$ cat config.mk
export PLATFORM = sky130hd
export DESIGN_NAME = alu_md_decoder_flat
export DESIGN_NICKNAME = d
export VERILOG_FILES = /design/src/rtl/alu_md_if.sv /design/src/rtl/alu_md_decoder.sv /design/src/flat_wrapper.sv
export SDC_FILE = /design/constraint.sdc
export NUM_CORES = 1
export LEC_CHECK = 0
export BUFFER_PORTS_ARGS = -buffer_cell sky130_fd_sc_hd__buf_4
export CORE_ASPECT_RATIO = 0.8
export CORE_MARGIN = 2
export CORE_UTILIZATION = 40
export DETAILED_ROUTE_END_ITERATION = 10
export GPL_TIMING_DRIVEN = 0
export RECOVER_POWER = 25
export SYNTH_ARGS = -nofsm -noshare
export SYNTH_HDL_FRONTEND = slang
export SYNTH_SLANG_ARGS = --single-unit
$ cat constraint.sdc
create_clock -name clk -period 3.8 [get_ports clk]
set_input_delay 0.57 -clock clk [delete_from_list [all_inputs] [get_ports clk]]
set_output_delay 0.57 -clock clk [all_outputs]
set_load 0.1 [all_outputs]
$ cat src/rtl/alu_md_if.sv
// Decode-slot bundle between the main control unit and the EX-stage ALU decoder.
// The master drives the instruction slot; the slave returns the decode, stall and HI/LO read data.
interface alu_md_if #(
    parameter int DATA_W = 32
);
    logic              in_valid;
    logic [1:0]        alu_op;
    logic [5:0]        funct;
    logic [DATA_W-1:0] rs_val;
    logic [DATA_W-1:0] rt_val;
    logic              stall;
    logic              out_valid;
    logic [3:0]        alu_control;
    logic              illegal;
    logic              hilo_sel;
    logic [DATA_W-1:0] hilo_rdata;
    logic              md_busy;

    modport master (
        output in_valid, alu_op, funct, rs_val, rt_val,
        input  stall, out_valid, alu_control, illegal, hilo_sel, hilo_rdata, md_busy
    );

    modport slave (
        input  in_valid, alu_op, funct, rs_val, rt_val,
        output stall, out_valid, alu_control, illegal, hilo_sel, hilo_rdata, md_busy
    );
endinterface

$ cat src/rtl/alu_md_decoder.sv
// Registered EX-stage ALU-control decoder with an iterative mult/div sequencer and HI/LO registers.
// state | meaning:  IDLE | no op running  --  CALC | one mult/div bit per cycle  --  FIX | sign fix-up, HI/LO write
module alu_md_decoder #(
    parameter int DATA_W    = 32,
    parameter bit MD_ENABLE = 1'b1
) (
    input  logic     clk,
    input  logic     rst_n,
    alu_md_if.slave  bus
);
    localparam logic [DATA_W-1:0] CNT_LOAD = DATA_W'(DATA_W - 1);

    typedef enum logic [1:0] {IDLE, CALC, FIX} state_t;

    state_t state, state_next;
    logic   md_busy, calc_step, fix_step;

    logic [3:0] dec_ctrl;
    logic       dec_illegal;
    logic       r_type, md_mul, md_div, md_sgn, md_mfhi, md_mthi, md_mflo, md_mtlo, md_op;
    logic       accept, start;

    logic [DATA_W:0]     work_hi;
    logic [DATA_W-1:0]   work_lo, opnd_b, cnt, hi_q, lo_q;
    logic                is_div, neg_q, neg_r, div_zero;
    logic [DATA_W-1:0]   mag_a, mag_b;
    logic [DATA_W:0]     mul_sum, div_shift, div_trial;
    logic [2*DATA_W-1:0] prod, prod_fix;
    logic [DATA_W-1:0]   quo_fix, rem_fix;

    always_comb begin
        dec_ctrl    = 4'b0000;
        dec_illegal = 1'b0;
        case (bus.alu_op)
            2'b00: dec_ctrl = 4'b0010;
            2'b01: dec_ctrl = 4'b0110;
            2'b11: dec_ctrl = 4'b0111;
            default: begin
                case (bus.funct)
                    6'b100000, 6'b100001: dec_ctrl = 4'b0010;
                    6'b100010, 6'b100011: dec_ctrl = 4'b0110;
                    6'b100100: dec_ctrl = 4'b0000;
                    6'b100101: dec_ctrl = 4'b0001;
                    6'b100110: dec_ctrl = 4'b0011;
                    6'b100111: dec_ctrl = 4'b0100;
                    6'b101010: dec_ctrl = 4'b0111;
                    6'b101011: dec_ctrl = 4'b1000;
                    6'b000000: dec_ctrl = 4'b1001;
                    6'b000010: dec_ctrl = 4'b1010;
                    6'b000011: dec_ctrl = 4'b1011;
                    6'b011000, 6'b011001, 6'b011010, 6'b011011,
                    6'b010000, 6'b010001, 6'b010010, 6'b010011: dec_illegal = !MD_ENABLE;
                    default: dec_illegal = 1'b1;
                endcase
            end
        endcase
    end

    // The slt encoding (11) ignores funct, so only R-type slots can reach the sequencer.
    assign r_type  = (bus.alu_op == 2'b10);
    assign md_mul  = MD_ENABLE && r_type && (bus.funct[5:1] == 5'b01100);
    assign md_div  = MD_ENABLE && r_type && (bus.funct[5:1] == 5'b01101);
    assign md_sgn  = ~bus.funct[0];
    assign md_mfhi = MD_ENABLE && r_type && (bus.funct == 6'b010000);
    assign md_mthi = MD_ENABLE && r_type && (bus.funct == 6'b010001);
    assign md_mflo = MD_ENABLE && r_type && (bus.funct == 6'b010010);
    assign md_mtlo = MD_ENABLE && r_type && (bus.funct == 6'b010011);
    assign md_op   = md_mul | md_div | md_mfhi | md_mthi | md_mflo | md_mtlo;

    assign bus.stall   = bus.in_valid & md_busy & md_op;
    assign bus.md_busy = md_busy;
    assign accept      = bus.in_valid & ~bus.stall;
    assign start       = accept & (md_mul | md_div);

    always_ff @(posedge clk or negedge rst_n) begin
        if (!rst_n) state <= IDLE;
        else        state <= state_next;
    end

    always_comb begin
        state_next = state;
        case (state)
            IDLE:    if (start) state_next = CALC;
            CALC:    if (cnt == '0) state_next = FIX;
            FIX:     state_next = IDLE;
            default: state_next = IDLE;
        endcase
    end

    always_comb begin
        md_busy   = (state != IDLE);
        calc_step = (state == CALC);
        fix_step  = (state == FIX);
    end

    assign mag_a = (md_sgn && bus.rs_val[DATA_W-1]) ? -bus.rs_val : bus.rs_val;
    assign mag_b = (md_sgn && bus.rt_val[DATA_W-1]) ? -bus.rt_val : bus.rt_val;

    // Multiply shifts the product right through work_hi:work_lo; divide shifts the dividend
    // out of work_lo into the remainder while quotient bits shift in behind it.
    assign mul_sum   = {1'b0, work_hi[DATA_W-1:0]} + (work_lo[0] ? {1'b0, opnd_b} : '0);
    assign div_shift = {work_hi[DATA_W-1:0], work_lo[DATA_W-1]};
    assign div_trial = div_shift - {1'b0, opnd_b};

    assign prod     = {work_hi[DATA_W-1:0], work_lo};
    assign prod_fix = neg_q ? -prod : prod;
    assign quo_fix  = div_zero ? '1 : (neg_q ? -work_lo : work_lo);
    assign rem_fix  = neg_r ? -work_hi[DATA_W-1:0] : work_hi[DATA_W-1:0];

    always_ff @(posedge clk or negedge rst_n) begin
        if (!rst_n) begin
            work_hi  <= '0;
            work_lo  <= '0;
            opnd_b   <= '0;
            cnt      <= '0;
            is_div   <= 1'b0;
            neg_q    <= 1'b0;
            neg_r    <= 1'b0;
            div_zero <= 1'b0;
        end else if (start) begin
            work_hi  <= '0;
            work_lo  <= mag_a;
            opnd_b   <= mag_b;
            cnt      <= CNT_LOAD;
            is_div   <= md_div;
            neg_q    <= md_sgn & (bus.rs_val[DATA_W-1] ^ bus.rt_val[DATA_W-1]);
            neg_r    <= md_sgn & bus.rs_val[DATA_W-1];
            div_zero <= (bus.rt_val == '0);
        end else if (calc_step) begin
            cnt <= cnt - 1'b1;
            if (!is_div) begin
                work_hi <= {1'b0, mul_sum[DATA_W:1]};
                work_lo <= {mul_sum[0], work_lo[DATA_W-1:1]};
            end else if (!div_trial[DATA_W]) begin
                work_hi <= div_trial;
                work_lo <= {work_lo[DATA_W-2:0], 1'b1};
            end else begin
                work_hi <= div_shift;
                work_lo <= {work_lo[DATA_W-2:0], 1'b0};
            end
        end
    end

    // Stall keeps every HI/LO instruction out while busy, so mthi/mtlo never races the FIX write.
    always_ff @(posedge clk or negedge rst_n) begin
        if (!rst_n) begin
            hi_q <= '0;
            lo_q <= '0;
        end else if (fix_step) begin
            hi_q <= is_div ? rem_fix : prod_fix[2*DATA_W-1:DATA_W];
            lo_q <= is_div ? quo_fix : prod_fix[DATA_W-1:0];
        end else if (accept) begin
            if (md_mthi) hi_q <= bus.rs_val;
            if (md_mtlo) lo_q <= bus.rs_val;
        end
    end

    always_ff @(posedge clk or negedge rst_n) begin
        if (!rst_n) begin
            bus.out_valid   <= 1'b0;
            bus.alu_control <= 4'b0000;
            bus.illegal     <= 1'b0;
            bus.hilo_sel    <= 1'b0;
            bus.hilo_rdata  <= '0;
        end else begin
            bus.out_valid <= accept;
            if (accept) begin
                bus.alu_control <= dec_ctrl;
                bus.illegal     <= dec_illegal;
                bus.hilo_sel    <= md_mfhi | md_mflo;
                bus.hilo_rdata  <= md_mfhi ? hi_q : (md_mflo ? lo_q : '0);
            end
        end
    end
endmodule
$ cat src/flat_wrapper.sv
// flat-port wrapper written by rule: the top's interface ports become plain ports
module alu_md_decoder_flat 
#(
    parameter int DATA_W    = 32,
    parameter bit MD_ENABLE = 1'b1
)
  (clk, rst_n, bus_in_valid, bus_alu_op, bus_funct, bus_rs_val, bus_rt_val, bus_stall, bus_out_valid, bus_alu_control, bus_illegal, bus_hilo_sel, bus_hilo_rdata, bus_md_busy);
  alu_md_if #(.DATA_W(DATA_W)) bus_i ();
  input  logic clk;
  input  logic rst_n;
  input wire logic [$bits(bus_i.in_valid)-1:0] bus_in_valid;
  input wire logic [$bits(bus_i.alu_op)-1:0] bus_alu_op;
  input wire logic [$bits(bus_i.funct)-1:0] bus_funct;
  input wire logic [$bits(bus_i.rs_val)-1:0] bus_rs_val;
  input wire logic [$bits(bus_i.rt_val)-1:0] bus_rt_val;
  output wire logic [$bits(bus_i.stall)-1:0] bus_stall;
  output wire logic [$bits(bus_i.out_valid)-1:0] bus_out_valid;
  output wire logic [$bits(bus_i.alu_control)-1:0] bus_alu_control;
  output wire logic [$bits(bus_i.illegal)-1:0] bus_illegal;
  output wire logic [$bits(bus_i.hilo_sel)-1:0] bus_hilo_sel;
  output wire logic [$bits(bus_i.hilo_rdata)-1:0] bus_hilo_rdata;
  output wire logic [$bits(bus_i.md_busy)-1:0] bus_md_busy;
  assign bus_i.in_valid = bus_in_valid;
  assign bus_i.alu_op = bus_alu_op;
  assign bus_i.funct = bus_funct;
  assign bus_i.rs_val = bus_rs_val;
  assign bus_i.rt_val = bus_rt_val;
  assign bus_stall = bus_i.stall;
  assign bus_out_valid = bus_i.out_valid;
  assign bus_alu_control = bus_i.alu_control;
  assign bus_illegal = bus_i.illegal;
  assign bus_hilo_sel = bus_i.hilo_sel;
  assign bus_hilo_rdata = bus_i.hilo_rdata;
  assign bus_md_busy = bus_i.md_busy;
  alu_md_decoder #(.DATA_W(DATA_W), .MD_ENABLE(MD_ENABLE)) u_core (.clk(clk), .rst_n(rst_n), .bus(bus_i));
endmodule
==> results of run 1 <==
-- power breakdown --
part	switching, W	internal, W
Clock	0.00115	0.00184
Sequential	0.0000345	0.00257
Combinational	0.000292	0.000173
Total	0.00147	0.00459
-- worst paths after layout --
path	start	endpoint	slack, ns	cells after the start
setup / recovery	u_core.work_lo[11]$_DFFE_PN0P_	u_core.hi_q[16]$_DFFE_PN0P_	0.09	9
hold / removal	bus_rs_val[29]	u_core.lo_q[29]$_DFFE_PN0P_	0.29	2
setup reg to reg	u_core.work_lo[11]$_DFFE_PN0P_	u_core.hi_q[16]$_DFFE_PN0P_	0.09	9
hold reg to reg	u_core.bus.hilo_rdata[24]$_DFFE_PN0N_	u_core.bus.hilo_rdata[24]$_DFFE_PN0N_	0.48	2
max in group asynchronous	rst_n	u_core.work_hi[10]$_DFFE_PN0P_	0.58	3
min in group asynchronous	rst_n	u_core.work_lo[27]$_DFFE_PN0P_	1.08	2
-- cells in the final DEF, fill, tap and decap left out, types with 7 or more instances in the layout --
cell and instances:
dfrtp_1 233, nand2_1 197, o21ai_0 183, a21oi_1 159, nor2_1 139, buf_4 120
xor2_1 95, clkbuf_1 94, xnor2_1 92, mux2i_1 87, ha_1 67, inv_1 65
nor3_1 43, a22oi_1 37, o31ai_1 36, a221o_1 35, a21o_1 31, nand3_1 29
clkbuf_16 27, or3_1 26, nor4_1 24, o211ai_1 24, nand2b_1 17, or4_1 17
nor2b_1 16, o21ai_1 16, a31oi_1 13, and2_1 11, o21a_1 11, mux2_2 10
nand4_1 10, o22ai_1 9, a222oi_1 9, buf_1 8, o41ai_1 8, and3_1 8
o221ai_1 8, clkbuf_8 7
-- state kept, by name (all words and copies together), names as in the netlist, 2 cells and up --
signal / cells
u_core.bus.alu_control: 4
u_core.bus.hilo_rdata: 32
u_core.cnt: 32
u_core.hi_q: 32
u_core.lo_q: 32
u_core.opnd_b: 32
u_core.state: 2
u_core.work_hi: 32
u_core.work_lo: 32
-- worst reg2reg max path: stages (launching register included) --
cell and delay, ns:
dfrtp_1 0.47, or3_1 0.45, or4_4 0.46, or4b_4 0.50, or3_4 0.46, o21ai_4 0.29
nand3b_2 0.27, o31ai_2 0.26, xor2_1 0.25, o221ai_1 0.16
-- repair_timing --
action,CTS,global route
hold endpoints to repair,16,0
pin swaps,2,7
buffers inserted,4,2
gates resized for setup,18,29
hold buffers,1,0
setup endpoints to repair,33,35
-- logic make-up (layout without fill, tap and decap cells) --
logic type               after synthesis  in the layout  synth area share (%)
flip-flops                           237            237                  35.0
multiplexers                          97             97                  5.81
XOR/XNOR                             187            187                  9.68
AND/OR/NAND/NOR                      570            570                  16.2
AO/OA/AOI/OAI                        640            640                  24.1
adder cells (fa/ha/maj)               71             71                  5.34
buffers and inverters                175            346                  3.92
-- per-stage QoR --
| stage | cell area, um2 | setup WS [ns] | power (W) | std cells | utilization (%) |
|---|---|---|---|---|---|
| after floorplan | 16900 | 0.0529 | 0.00287 | 1977 | - |
| after global placement | 18500 | -0.962 | 0.00310 | 2643 | 44.2 |
| after detailed placement | 18500 | -0.938 | 0.00312 | 2645 | 44.3 |
| after CTS | 19600 | 0.00985 | 0.00612 | 2698 | 46.9 |
| after global routing | 19700 | -0.0309 | 0.00625 | 2700 | 47.1 |
| final | 19700 | 0.0863 | 0.00606 | 2700 | 47.1 |
-- cell type report --
class / count / area [um2]
fill: 4073 / 22100
multi-input combinational: 1565 / 10400
sequential: 237 / 5940
timing repair buffer: 123 / 943
clock buffer: 38 / 787
tap: 552 / 691
buffer: 107 / 435
inverter: 67 / 254
clock inverter: 11 / 211
-- per-layer routing --
layer / vias to the layer above / global-route usage [%] / routed length (um)
li1: 7546 / - / -
met1: 7810 / 39.6 / 27600
met2: 620 / 38.6 / 24800
met3: 75 / 5.54 / 4710
met4: 0 / 5.96 / 1280
met5: - / 0 / 0
==> run metrics, run 1 <==
status=finished with violations; failing checks=capacitance limit, slew limit; total CTS buffers=27; syn nets=2123; DRT iter0 DRCs=1643; Area Growth Syn to Fin=16.3%; initial antenna violation count=0; Die Wd=234 um; Clock Latency Late Sink=0.57 ns; Synth Register Bits=237; ant diodes=0; Critical Path AT=approximately 4.1 ns; largest cells by area after synthesis=dfrtp_1 35%, o21ai_0 5.5%, mux2i_1 5.1%; Setup-failing EPs final=0; DRC viols=0; Max IR drop VDD=337 uV; Buf/Inv on CP=0; Pre-antenna DRT Iters=6; CORE AREA=0.0418 mm2; proportion of layout cells with a drive suffix above 1=10.8%; Max H-tree Level=1; Detail Placement HPWL=around 44000 um; Worst Max-Slew Pin Slew=just under 2 ns; clk root buf=clkbuf_16; CP max FO=6; Slowest cell on crit path=or4b_4; Pleak=8.15 nW; Power per Cell Area=308 mW/mm2; Worst setup EP type=flip-flop; largest net degree at the start of global routing=103; class of the worst hold path=in2reg; die area=around 0.044 mm2; io pins=116; max_cap viols=1; clk_skew=roughly 0.018 ns; setup TNS=0 ns; via/cell ratio=just under 6; CTS max path bufs=3; cell family with most CP delay=simple AND/OR/NAND/NOR gates; minimum clock period=3.71 ns; total routed wirelength=between 50000 and 60000 um; total grt overflow=0; post-synth top area cell=dfrtp_1; Yosys Warn Count=0; top_reg_cell synth=dfrtp_1; register area share after synthesis=between 30% and 40%; via count=approximately 16000; crit start category=flip-flop; Fmax achieved=approximately 0.27 GHz; fin nets=between 2000 and 2500; Starting Density=40.5%; vias in the first global route=between 15000 and 20000; Worst path max stage delay=about 0.5 ns; top cell type's share of synthesized area=between 30% and 40%; chip height=188 um; CP cell instances=or3_1 -> or4_4 -> or4b_4 -> or3_4 -> o21ai_4 -> nand3b_2 -> o31ai_2 -> xor2_1 -> o221ai_1; synth unique cells=78; clock sink total=237; wire per inst=21.6 um; Synth Cell Area=0.0169 mm2; Slew HR=-31.0%; unrepaired setup endpoints after global routing=true; Worst-path clk slew=0.07 ns; first-pass GRT wire length=~91000 um; FP Rows=between 60 and 70; number of I/O port buffers=114; Async SR Flop Fraction=100%; EDFF count, synth=0; CTS tree=done; Final Max Tran Viols=69; post-route ant nets=0; gr usage total=26.4%; Syn Inst Count=1977; Syn Area/Cell=8.56 um2; Final GP Congestion=between 0.9 and 1; period utilisation layout=97.7%; Hold WS=0.290 ns; CP Data Required Time=4.21 ns; final hold vios=0; count leader, synth=dfrtp_1; WS Path Type=reg2reg; commonest cells in the netlist=237 x dfrtp_1, 199 x nand2_1, 186 x o21ai_0
Power figures use the tool's default switching activity.
==> run 2, diff against run 1 <==
CORE_UTILIZATION = 35   (was 40)
==> run 2 against run 1 <==
Net effect:
- the flow still finishes with violations (capacitance limit, slew limit)
- critical path depth is 2 lower
- total power fell by 1.6%
- combinational power barely moved
- non-clock buffer count decreased by 2
- setup slack worse by 0.0021 ns
- wire length fell by 0.19%
- first-iteration DRC count increased by 5.5%
- worst hold slack better by 0.0063 ns
- clock skew decreased by 0.0053 ns
- sequential power about the same
- utilization shrank 6.0 points
==> run metrics, run 2 (synthesized netlist as in run 1, its figures left out) <==
status=finished with violations; failing checks=capacitance limit, slew limit; crit path capture=u_core.lo_q[11]$_DFFE_PN0P_; proportion of layout cells with a drive suffix above 1=10.5% (-0.38 points); final instance area=0.0197 mm2 (about the same); crit start category=flip-flop; total grt overflow=0 (unchanged); CP Data Required Time=4.23 ns (+0.02 ns); Clock Latency Late Sink=0.57 ns (about the same); post-route ant nets=0 (unchanged); period utilisation layout=97.8% (about the same); Worst-path clk slew=0.07 ns (about the same); FP Rows=72 (+7.5%); CORE AREA=0.0480 mm2 (+15%); R2R Setup Slk=0.08 ns (about the same); ant diodes=0 (unchanged); Power, Total=0.00597 W (-1.6%); Max IR drop VDD=280 uV (-17%); Starting Density=35.2% (-5.2 points); launching point of the worst reg2reg path=u_core.state[0]$_DFFE_PN0P_; Pre-antenna DRT Iters=5 (-1); dpl cell area=0.0186 mm2 (+0.52%); Storage cell area=0.00593 mm2 (about the same); Final Max Tran Viols=27 (-61%); fin nets=2273 (-0.044%); Fmax achieved=0.269 GHz (about the same); initial antenna violation count=0 (unchanged); class of the worst hold path=in2reg; final core area utilization=41.0% (-6.0 points); vias in the first global route=15645 (+1.1%); die area=0.0501 mm2 (+14%); CP max FO=10 (+4); Max H-tree Level=1 (unchanged); max_cap viols=1 (unchanged); number of I/O port buffers=114 (unchanged); io pins=116 (unchanged); multi-input logic area=0.0104 mm2 (-0.41%); Pleak=8.09 nW (-0.72%); clk_skew=0.0131 ns (-0.00529 ns); CTS max path bufs=3 (unchanged); WS Path Type=reg2reg; Worst setup EP type=flip-flop; Power per Cell Area=303 mW/mm2 (-1.7%); Reg2Reg Depth=7 (-2); most frequent cells in the layout=234 x dfrtp_1, 199 x nand2_1, 182 x o21ai_0; Critical Path AT=4.15 ns (+0.02 ns); Critical Path Start=u_core.state[0]$_DFFE_PN0P_; Worst Max-Slew Pin Slew=1.57 ns (-0.399 ns); first-pass GRT wire length=91900 um (+1.3%); Fillers=4841 (+19%); Final GP Congestion=0.933 (-2.2%); setup slack after layout=0.0842 ns (-0.00208 ns); Setup-failing EPs final=0 (unchanged); DRT iter0 DRCs=1733 (+5.5%); clk root buf=clkbuf_16; commonest non-fill, non-tap cell in the layout=dfrtp_1; wire per inst=21.0 um (-3.0%); final hold vios=0 (unchanged); minimum clock period=3.72 ns (+0.00208 ns); via count=16094 (+0.27%); total CTS buffers=28 (+3.7%); chip height=201 um (+6.8%); Die Wd=250 um (+6.8%); clock sink total=237 (unchanged); CTS tree=done; r2r endpoint=u_core.lo_q[11]$_DFFE_PN0P_; via/cell ratio=5.79 (-2.5%); Post-Place Setup Slack=-0.886 ns (+0.0523 ns); Area Growth Syn to Fin=16.4% (about the same); Slew HR=-4.43% (+27 points); DRC viols=0 (unchanged); largest net degree at the start of global routing=117 (+14%); Detail Placement HPWL=44100 um (-0.48%); unrepaired setup endpoints after global routing=true; total routed wirelength=58300 um (-0.19%); gr usage total=22.9% (-3.4 points); Hold WS=0.296 ns (+0.00626 ns)
[run 2: final cells by class]
class                           instances  area share [%]
Multi-Input combinational cell       1565            52.7
Sequential cell                       237            30.1
Timing Repair Buffer                  121            4.71
Clock buffer                           38            4.11
Tap cell                              629            4.00
Buffer                                107            2.22
Inverter                               67            1.28
Clock inverter                         14           0.832
[run 2: worst min-delay path by stage]
stage	start	end	slack, ns	cells past startpoint
CTS	bus_rs_val[30]	u_core.lo_q[30]$_DFFE_PN0P_	0.27	2
detailed placement	rst_n	u_core.work_lo[27]$_DFFE_PN0P_	0.44	1
finish	bus_rs_val[10]	u_core.lo_q[10]$_DFFE_PN0P_	0.30	2
global route	bus_rs_val[4]	u_core.lo_q[4]$_DFFE_PN0P_	0.28	2
floorplan	rst_n	u_core.bus.alu_control[0]$_DFFE_PN0N_	0.27	0
global placement	u_core.bus.hilo_sel$_DFFE_PN0N_	u_core.bus.hilo_sel$_DFFE_PN0N_	0.46	2
[run 2: layer usage]
| metal | part of all wire, % | vias up | track usage (%) |
|---|---|---|---|
| met3 | 7.3 | 68 | 3.35 |
| li1 | - | 7538 | - |
| met2 | 43 | 586 | 34.6 |
| met1 | 48 | 7902 | 34.6 |
| met4 | 2.0 | 0 | 4.95 |
| met5 | 0 | - | 0 |
[run 2: critical path, stage by stage (launching register included)]
cell and delay (ns):
dfrtp_1 0.41, nor2_1 0.36, o21ai_1 0.38, or3_1 0.45, nor2_1 0.83, nor2_1 0.43
clkbuf_1 0.34, a221o_1 0.37
[run 2: per-stage QoR]
step	cells	TNS [ns]
floorplan	1977	0
global placement	2720	-22.15
detailed placement	2722	-22.68
CTS	2777	0
global route	2778	-0.0568
finish	2778	0
[run 2: report_power, final]
part	internal (W)	total (W)	switching (W)
Clock	0.00170	0.00290	0.00120
Combinational	0.000173	0.000465	0.000291
Sequential	0.00257	0.00261	0.0000343
Total	0.00445	0.00597	0.00152
[run 2: what timing repair did]
action	4_1_cts	5_1_grt
hold buffers	1	0
setup endpoints to repair	33	34
pin swaps	0	4
gates resized for setup	22	13
endpoints found under the hold margin	25	0
buffers inserted	3	1
